==> config.mk <==
export PLATFORM = sky130hd
export DESIGN_NAME = spi_send_ctrl_flat
export DESIGN_NICKNAME = d
export VERILOG_FILES = /design/src/rtl/spi_ctrl_pkg.sv /design/src/rtl/spi_send_ctrl_if.sv /design/src/rtl/spi_cs_timer.sv /design/src/rtl/spi_send_ctrl.sv /design/src/flat_wrapper.sv
export SDC_FILE = /design/constraint.sdc
export NUM_CORES = 1
export LEC_CHECK = 0
export ABC_AREA = 1
export ABC_CLOCK_PERIOD_IN_PS = 2600
export CAP_MARGIN = 40
export CORE_MARGIN = 2
export CORE_UTILIZATION = 54
export DETAILED_ROUTE_END_ITERATION = 7
export PLACE_DENSITY = 0.79
export SLEW_MARGIN = 20
export SYNTH_ARGS = -nofsm -noshare
export SYNTH_HDL_FRONTEND = slang
export SYNTH_HIERARCHICAL = 1
export SYNTH_SLANG_ARGS = --single-unit
==> constraint.sdc <==
create_clock -name clk_100 -period 2.6 [get_ports clk_100]
set_clock_uncertainty 0.05 [all_clocks]
set_input_delay 0.52 -clock clk_100 [delete_from_list [all_inputs] [get_ports clk_100]]
set_output_delay 0.52 -clock clk_100 [all_outputs]
set_load 0.02 [all_outputs]
==> src/rtl/spi_ctrl_pkg.sv <==
// rtl/spi_ctrl_pkg.sv - shared types and constants for the SPI frame sequencer
package spi_ctrl_pkg;

    localparam int BYTE_W = 8;

    typedef enum logic [2:0] {
        IDLE,
        SETUP,
        LOAD,
        WAIT,
        HOLD
    } spi_ctrl_state_t;

endpackage

==> src/rtl/spi_send_ctrl_if.sv <==
// rtl/spi_send_ctrl_if.sv - byte handshake and chip-select between sequencer and SPI master core
interface spi_send_ctrl_if;

    logic [spi_ctrl_pkg::BYTE_W-1:0] spi_data_o;
    logic                            spi_valid_o;
    logic                            spi_ready_i;
    logic                            spi_done_i;
    logic                            cs_n_o;

    modport master (
        output spi_data_o,
        output spi_valid_o,
        output cs_n_o,
        input  spi_ready_i,
        input  spi_done_i
    );

    modport slave (
        input  spi_data_o,
        input  spi_valid_o,
        input  cs_n_o,
        output spi_ready_i,
        output spi_done_i
    );

endinterface

==> src/rtl/spi_cs_timer.sv <==
// rtl/spi_cs_timer.sv - loadable down-counter timing chip-select setup and hold
module spi_cs_timer #(
    parameter int W = 8
) (
    input  logic         clk,
    input  logic         rst_n,
    input  logic         load_i,
    input  logic [W-1:0] load_val_i,
    output logic         expire_o
);

    logic [W-1:0] cnt_q, cnt_d;
    logic         armed_q, armed_d;

    // Expires in the cycle the armed count reaches zero, so load value N-1 gives N cycles.
    assign expire_o = armed_q && (cnt_q == '0);

    always_comb begin
        cnt_d   = cnt_q;
        armed_d = armed_q;
        if (load_i) begin
            cnt_d   = load_val_i;
            armed_d = 1'b1;
        end else if (armed_q) begin
            if (cnt_q == '0) begin
                armed_d = 1'b0;
            end else begin
                cnt_d = cnt_q - 1'b1;
            end
        end
    end

    always_ff @(posedge clk or negedge rst_n) begin
        if (!rst_n) begin
            cnt_q   <= '0;
            armed_q <= 1'b0;
        end else begin
            cnt_q   <= cnt_d;
            armed_q <= armed_d;
        end
    end

endmodule

==> src/rtl/spi_send_ctrl.sv <==
// rtl/spi_send_ctrl.sv - counter snapshot sent MSB byte first over SPI; SPI_SEND_CRC_EN appends XOR byte
module spi_send_ctrl
    import spi_ctrl_pkg::*;
#(
    parameter int CNT_W        = 16,
    parameter int CS_SETUP_CYC = 4,
    parameter int CS_HOLD_CYC  = 4
) (
    input  logic               clk_100,
    input  logic               a_rst,
    input  logic               count_pulse_i,
    input  logic               send_pulse_i,
    spi_send_ctrl_if.master    spi,
    output logic               busy_o,
    output logic               drop_o,
    output logic [CNT_W-1:0]   count_o
);

    localparam int NUM_BYTES = CNT_W / BYTE_W;
    localparam int IDX_W     = (NUM_BYTES > 1) ? $clog2(NUM_BYTES) : 1;
    localparam int TMR_W     = 8;

    spi_ctrl_state_t                     state_q, state_d;
    logic [CNT_W-1:0]                    count_q, count_d;
    logic [NUM_BYTES-1:0][BYTE_W-1:0]    snap_q, snap_d;
    logic [IDX_W-1:0]                    idx_q, idx_d;
    logic                                drop_q, drop_d;
    logic                                tmr_load;
    logic [TMR_W-1:0]                    tmr_val;
    logic                                tmr_expire;
    logic [BYTE_W-1:0]                   tx_byte;

    spi_cs_timer #(.W(TMR_W)) u_cs_timer (
        .clk        (clk_100),
        .rst_n      (a_rst),
        .load_i     (tmr_load),
        .load_val_i (tmr_val),
        .expire_o   (tmr_expire)
    );

`ifdef SPI_SEND_CRC_EN
    logic              crc_q, crc_d;
    logic [BYTE_W-1:0] crc_byte;

    always_comb begin
        crc_byte = '0;
        for (int i = 0; i < NUM_BYTES; i++) begin
            crc_byte = crc_byte ^ snap_q[i];
        end
    end

    assign tx_byte = crc_q ? crc_byte : snap_q[idx_q];
`else
    assign tx_byte = snap_q[idx_q];
`endif

    always_comb begin
        state_d  = state_q;
        count_d  = count_pulse_i ? count_q + CNT_W'(1) : count_q;
        snap_d   = snap_q;
        idx_d    = idx_q;
        drop_d   = send_pulse_i && (state_q != IDLE);
        tmr_load = 1'b0;
        tmr_val  = '0;
`ifdef SPI_SEND_CRC_EN
        crc_d    = crc_q;
`endif
        case (state_q)
            IDLE: begin
                if (send_pulse_i) begin
                    // Snapshot takes the pre-increment value when a count pulse coincides.
                    snap_d   = count_q;
                    idx_d    = IDX_W'(NUM_BYTES - 1);
                    tmr_load = 1'b1;
                    tmr_val  = TMR_W'(CS_SETUP_CYC - 1);
                    state_d  = SETUP;
`ifdef SPI_SEND_CRC_EN
                    crc_d    = 1'b0;
`endif
                end
            end
            SETUP: begin
                if (tmr_expire) begin
                    state_d = LOAD;
                end
            end
            LOAD: begin
                if (spi.spi_ready_i) begin
                    state_d = WAIT;
                end
            end
            WAIT: begin
                if (spi.spi_done_i) begin
                    if (idx_q != '0) begin
                        idx_d   = idx_q - 1'b1;
                        state_d = LOAD;
`ifdef SPI_SEND_CRC_EN
                    end else if (!crc_q) begin
                        crc_d   = 1'b1;
                        state_d = LOAD;
`endif
                    end else begin
                        tmr_load = 1'b1;
                        tmr_val  = TMR_W'(CS_HOLD_CYC - 1);
                        state_d  = HOLD;
                    end
                end
            end
            HOLD: begin
                if (tmr_expire) begin
                    state_d = IDLE;
                end
            end
            default: state_d = IDLE;
        endcase
    end

    always_ff @(posedge clk_100 or negedge a_rst) begin
        if (!a_rst) begin
            state_q <= IDLE;
            count_q <= '0;
            snap_q  <= '0;
            idx_q   <= '0;
            drop_q  <= 1'b0;
`ifdef SPI_SEND_CRC_EN
            crc_q   <= 1'b0;
`endif
        end else begin
            state_q <= state_d;
            count_q <= count_d;
            snap_q  <= snap_d;
            idx_q   <= idx_d;
            drop_q  <= drop_d;
`ifdef SPI_SEND_CRC_EN
            crc_q   <= crc_d;
`endif
        end
    end

    // Chip-select releases in the last hold cycle so the done-to-release gap equals CS_HOLD_CYC.
    assign spi.cs_n_o      = (state_q == IDLE) || ((state_q == HOLD) && tmr_expire);
    assign spi.spi_valid_o = (state_q == LOAD);
    assign spi.spi_data_o  = (state_q == LOAD) ? tx_byte : '0;
    assign busy_o          = (state_q != IDLE);
    assign drop_o          = drop_q;
    assign count_o         = count_q;

endmodule

==> src/flat_wrapper.sv <==
// flat-port wrapper written by rule: the top's interface ports become plain ports
module spi_send_ctrl_flat import spi_ctrl_pkg::*;
#(
    parameter int CNT_W        = 16,
    parameter int CS_SETUP_CYC = 4,
    parameter int CS_HOLD_CYC  = 4
)
  (clk_100, a_rst, count_pulse_i, send_pulse_i, busy_o, drop_o, count_o, spi_spi_data_o, spi_spi_valid_o, spi_cs_n_o, spi_spi_ready_i, spi_spi_done_i);
  spi_send_ctrl_if spi_i ();
  input  logic clk_100;
  input  logic a_rst;
  input  logic count_pulse_i;
  input  logic send_pulse_i;
  output logic busy_o;
  output logic drop_o;
  output logic [CNT_W-1:0] count_o;
  output wire logic [$bits(spi_i.spi_data_o)-1:0] spi_spi_data_o;
  output wire logic [$bits(spi_i.spi_valid_o)-1:0] spi_spi_valid_o;
  output wire logic [$bits(spi_i.cs_n_o)-1:0] spi_cs_n_o;
  input wire logic [$bits(spi_i.spi_ready_i)-1:0] spi_spi_ready_i;
  input wire logic [$bits(spi_i.spi_done_i)-1:0] spi_spi_done_i;
  assign spi_spi_data_o = spi_i.spi_data_o;
  assign spi_spi_valid_o = spi_i.spi_valid_o;
  assign spi_cs_n_o = spi_i.cs_n_o;
  assign spi_i.spi_ready_i = spi_spi_ready_i;
  assign spi_i.spi_done_i = spi_spi_done_i;
  spi_send_ctrl #(.CNT_W(CNT_W), .CS_SETUP_CYC(CS_SETUP_CYC), .CS_HOLD_CYC(CS_HOLD_CYC)) u_core (.clk_100(clk_100), .a_rst(a_rst), .count_pulse_i(count_pulse_i), .send_pulse_i(send_pulse_i), .spi(spi_i), .busy_o(busy_o), .drop_o(drop_o), .count_o(count_o));
endmodule
---- After elaboration in Yosys (flattened, before gate mapping) ----
Index checks and enable logic that the tools add are counted.
operators by class
  $add $sub $neg .......................... 3
  magnitude comparators ................... 1
  equal/unequal tests ..................... 10
  muxes and demuxes ....................... 28
  reduce and logical (&&, ||, !) cells .... 13
operator list
  operator                                                    count
  2-to-1 mux 8 bit                                            7
  2-to-1 mux 3 bit                                            6
  adder 16 x 1 -> 16 bit, second input constant               1
  one-hot mux 8 bit (2 select lines)                          1
  one-hot mux 3 bit (5 select lines)                          1
  2-to-1 mux 1 bit                                            9
  zero test 8 bit                                             1
  != test 2 x 1 -> 1 bit, second input constant               4
  subtractor 8 x 1 -> 8 bit, second input constant            1
  == test 3 x 2 -> 1 bit, second input constant               2
  AND reduction 5 bit                                         1
  2-to-1 mux 2 bit                                            2
  != test 2 bit, second input constant                        2
  one-hot mux 1 bit (2 select lines)                          2
  AND reduction 2 bit                                         2
  nonzero test 2 bit                                          2
  == test 3 x 1 -> 1 bit, second input constant               1
  == test 3 bit, second input constant                        1
  logical AND 1 bit                                           3
  zero test 3 bit                                             1
  AND reduction 3 bit                                         1
  nonzero test 3 bit                                          1
  less-than comparator 1 x 2 -> 1 bit, second input constant  1
  logical OR 1 bit                                            1
  subtractor 1 bit, second input constant                     1
word-level totals
  flip-flop bits (word level) ............. 46
  output and inout port bits .............. 28
  word-level logic and storage cells ...... 63

---- Logic depth before layout (Yosys ltp) ----
Gate-level depths: netlist (run 1).
  word-level depth ........................ 5
  mapped depth ............................ 12
  mapped depth without buffers ............ 11

---- Modules after synthesis ----
Netlist (run 1), hierarchy kept.
modules (own cells, without submodules)
  module         times used  cells each  area an instance (µm²)
  spi_send_ctrl  1           228         1824.2
  spi_cs_timer   1           98          645.6

---- Worst setup path after synthesis (run 1) ----
OpenSTA, ideal clock, no wires.
  path type ............................... register to output
  start point ............................. register u_core.state_q[0]
  end point ............................... output port spi_spi_data_o[0]
  data arrival time ....................... 1.492 ns
  path slack .............................. 0.538 ns
  cell stages (with the launch flop) ...... 6
  path buffers ............................ 0
  cells stage by stage .................... dfrtp_1 > inv_1 > nand2_1 > nor2_1 > inv_1 > a21oi_1
on the way
  word-level cells in the longest chain between the ends .. 2
RTL lines
  item                      line                  source
  start: declaration        spi_send_ctrl.sv:23   spi_ctrl_state_t state_q, state_d;
  start signal: assignment  spi_send_ctrl.sv:129  state_q <= state_d;
  == test 3 x 2 -> 1 bit    n/a
  via spi_spi_valid_o       flat_wrapper.sv:18    output wire logic [$bits(spi_i.spi_valid_o)-1:0] spi_spi_valid_o;
  2-to-1 mux 8 bit          spi_send_ctrl.sv:143  assign spi.spi_data_o = (state_q == LOAD) ? tx_byte : '0;
  end: declaration          flat_wrapper.sv:17    output wire logic [$bits(spi_i.spi_data_o)-1:0] spi_spi_data_o;
The timed path passes the listed nets, and every way through them passes these cells.

---- Worst setup path after layout (run 1) ----
  start point ............................. register u_core.u_cs_timer.cnt_q[1]
  end point ............................... output port spi_cs_n_o
on the way
  word-level cells in the longest chain between the ends .. 4
RTL lines
  item                      line                  source
  start: declaration        spi_cs_timer.sv:12    logic [W-1:0] cnt_q, cnt_d;
  start signal: assignment  spi_cs_timer.sv:38    cnt_q <= cnt_d;
  zero test 8 bit           spi_cs_timer.sv:16    assign expire_o = armed_q && (cnt_q == '0);
  logical AND 1 bit         spi_cs_timer.sv:16
  via u_core.tmr_expire     spi_send_ctrl.sv:30   logic tmr_expire;
  logical AND 1 bit         spi_send_ctrl.sv:141  assign spi.cs_n_o = (state_q == IDLE) || ((state_q == HOLD) && tmr_expire);
  logical OR 1 bit          spi_send_ctrl.sv:141
  end: declaration          flat_wrapper.sv:19    output wire logic [$bits(spi_i.cs_n_o)-1:0] spi_cs_n_o;
The timed path passes the listed nets, and every way through them passes these cells.

==> metrics.txt, run 1 <==
status=finished clean; critical path's largest stage delay=0.38 ns; Min Hold Slack=0.438 ns; post-synthesis cell area=0.00247 sq mm; Worst R2R Path Depth=7; DRT iter0 DRCs=123; Pre-antenna DRT Iters=4; top-area cell type share of the netlist area=0.466; Mapped Cells=326; commonest non-fill, non-tap cell in the layout=nand2_1; FF-to-FF setup slack=0.74 ns; Worst Hold Path Cells=2; Die Ht=71.6 um; starting density of the core=0.563; FF+latch count, synth=46; number of core rows=24; largest net degree at the start of global routing=29; power density over cell area=1200 mW/mm^2; CTS Sinks=46; critical path's most frequent cell=nor2_1; placed instance count=416; end of the worst hold path=u_core/snap_q[2]$_DFFE_PN0P_; first-pass GRT wire length=9160 um; largest cells by area after synthesis=dfrtp_1, nand2_1, nand3_1, inv_1, nor2_1; FMAX=419 MHz; slack of the critical path=0.212 ns; FF-to-FF Start=u_core/idx_q$_DFFE_PN0P_; Buf/Inv on CP=3; initial antenna violation count=0; Die Area=0.00513 sq mm; Die W=71.6 um; RSZ-0062 raised after global routing=false; root buffer cell=clkbuf_8; number of max-cap violations=0; Worst-Skew Late Latency=0.30 ns; CP Capture Type=output pin; final RePlAce weighted congestion=0.937; Clock transition at path regs=0.08 ns; setup_tns=0 ns; Peak VDD IR=0.000646 V; GRT overflow=0; register area=0.00115 sq mm; area of the multi-input gates=0.00113 sq mm; Max Buffers Root-to-Sink=2; crit-path max FO=4; via count=2202; Core Footprint=0.00438 sq mm; CTS tree=built; TritonCTS buffer count=5; CP max-delay cell=dfrtp_1; Avg WL per Cell=12.7 um; top_reg_cell synth=dfrtp_1; yosys warns=6; share of cells above drive strength 1=0.0804; pre-CTS WS=0.271 ns; final period utilization=0.918; Top delay family on crit path=buffers and inverters; leakage power=0.00170 uW; IO buf count=33; final setup vio count=0; sequential fraction of the synthesis area=0.466; Final Critical Period=2.39 ns; Async S/R FF share, synth=1.00; Final Util=0.689; gr usage total=0.229; DPL Wire Length=3960 um; Yosys top cell by area=dfrtp_1; H-tree Lvls=2; post-synthesis average cell area=7.58 sq um; Finished Layout Cells=425; # DRC=0; fin. max-slew vios=0; worst r2r dst=u_core/u_cs_timer/cnt_q[1]$_DFFE_PN0P_; Fillers=371; commonest non-fill, non-tap cells in the layout=nand2_1, dfrtp_1, inv_1, nor2_1, nand3_1; nets=381; Setup Crit Path Kind=register to output pin; I/O Pins=34; antenna-violating nets left=0; Startpoint Class=register; HP Class=register to register; CP Depth=9; Cell Chain, Critical Path=inv_1 > ha_1 > nand2_1 > inv_1 > nand2_4 > nor2_1 > nor2_1 > nor2_1 > dlygate4sd2_1; Via-to-Cell Ratio=5.18; Fin. Hold Viols=0; Arr. time, crit path=1.82 ns; # diodes=0; postcts setup bufs=0; Post-synth EDFFs=0; synth unique cells=28; vias in the first global route=2124; HP Start=u_core/snap_q[2]$_DFFE_PN0P_; Crit path required time=2.03 ns; Total Wirelength=5390 um; Area growth, synth to finish=22.3%
[sequential cells by signal (all words and copies together), names as in the netlist]
name	count
u_core/count_o	16
u_core/state_q	3
u_core/u_cs_timer/cnt_q	8
u_core/snap_q	16
u_core/drop_o	1
u_core/u_cs_timer/armed_q	1
u_core/idx_q	1
[Yosys cell counts, drive strengths merged (2+ instances only)]
cell type and number:
xor2 11, nor2 35, clkinv 2, nand3 30
buf 3, a21oi 8, o21ai 22, nand4 5
dfrtp 46, clkbuf 2, nand2 114, ha 3
inv 40
[area by class of cell]
type	count	area share
inverters	42	0.0555
clock buffers	8	0.0365
repair buffers	39	0.130
well taps	52	0.0215
flip-flops and latches	46	0.381
multi-input cells	238	0.376
[routing by layer]
metal,share of wire,GRT usage,vias to the layer above
met5,0,0,-
met2,0.48,0.387,52
li1,-,-,1112
met1,0.45,0.280,1022
met4,0.024,0.101,0
met3,0.044,0.0520,16
[cell families (layout without fill, tap and decap cells)]
family | Yosys count | in the layout | share of synthesized area
simple gates | 185 | 185 | 0.320
buf+inv | 47 | 89 | 0.0821
flops | 46 | 46 | 0.466
compound gates | 32 | 32 | 0.0724
xor+xnor | 12 | 12 | 0.0426
fa+ha+maj | 3 | 3 | 0.0152
other cells | 1 | 6 | 0.00152
[where the power goes]
group	total (uW)	internal (uW)	switching, uW
sequential	1310	1000	304
clock	497	268	229
combinational	1830	712	1110
total	3630	1980	1650
[repair_timing]
item	CTS	global route
setup endpoints to repair	1	8
hold buffers	1	0
gates cloned	0	0
gates resized for setup	1	8
endpoints found under the hold margin	4	0
[tightest hold or removal path, delay by kind of cell, from the launching register on]
kind,cells,cell delay (ns)
AND/OR/NAND/NOR,2,0.10
flip-flops,1,0.36
[metrics by stage]
step	cell area, sq um	power (uW)
global route	3020	3950
detailed placement	2880	3150
global placement	2880	3090
finish	3020	3630
CTS	3000	3650
floorplan	2490	2520
[how the worst max path moves through the flow]
stage                                                 from                end  slack (ns)
floorplan                    u_core/state_q[0]$_DFFE_PN0P_  spi_spi_data_o[0]        0.54
global route        u_core/u_cs_timer/cnt_q[1]$_DFFE_PN0P_         spi_cs_n_o        0.03
global placement    u_core/u_cs_timer/cnt_q[1]$_DFFE_PN0P_         spi_cs_n_o        0.29
finish              u_core/u_cs_timer/cnt_q[1]$_DFFE_PN0P_         spi_cs_n_o        0.21
detailed placement  u_core/u_cs_timer/cnt_q[3]$_DFFE_PN0P_         spi_cs_n_o        0.27
CTS                          u_core/state_q[0]$_DFFE_PN0P_  spi_spi_data_o[2]        0.01
(Power assumes the default switching activity.)
==> run 2: changes to the inputs <==
Settings changed: SLEW_MARGIN 20 to not set.
==> results of run 2 <==
Same layout as run 1: the final DEF is identical, and so are final timing and power.
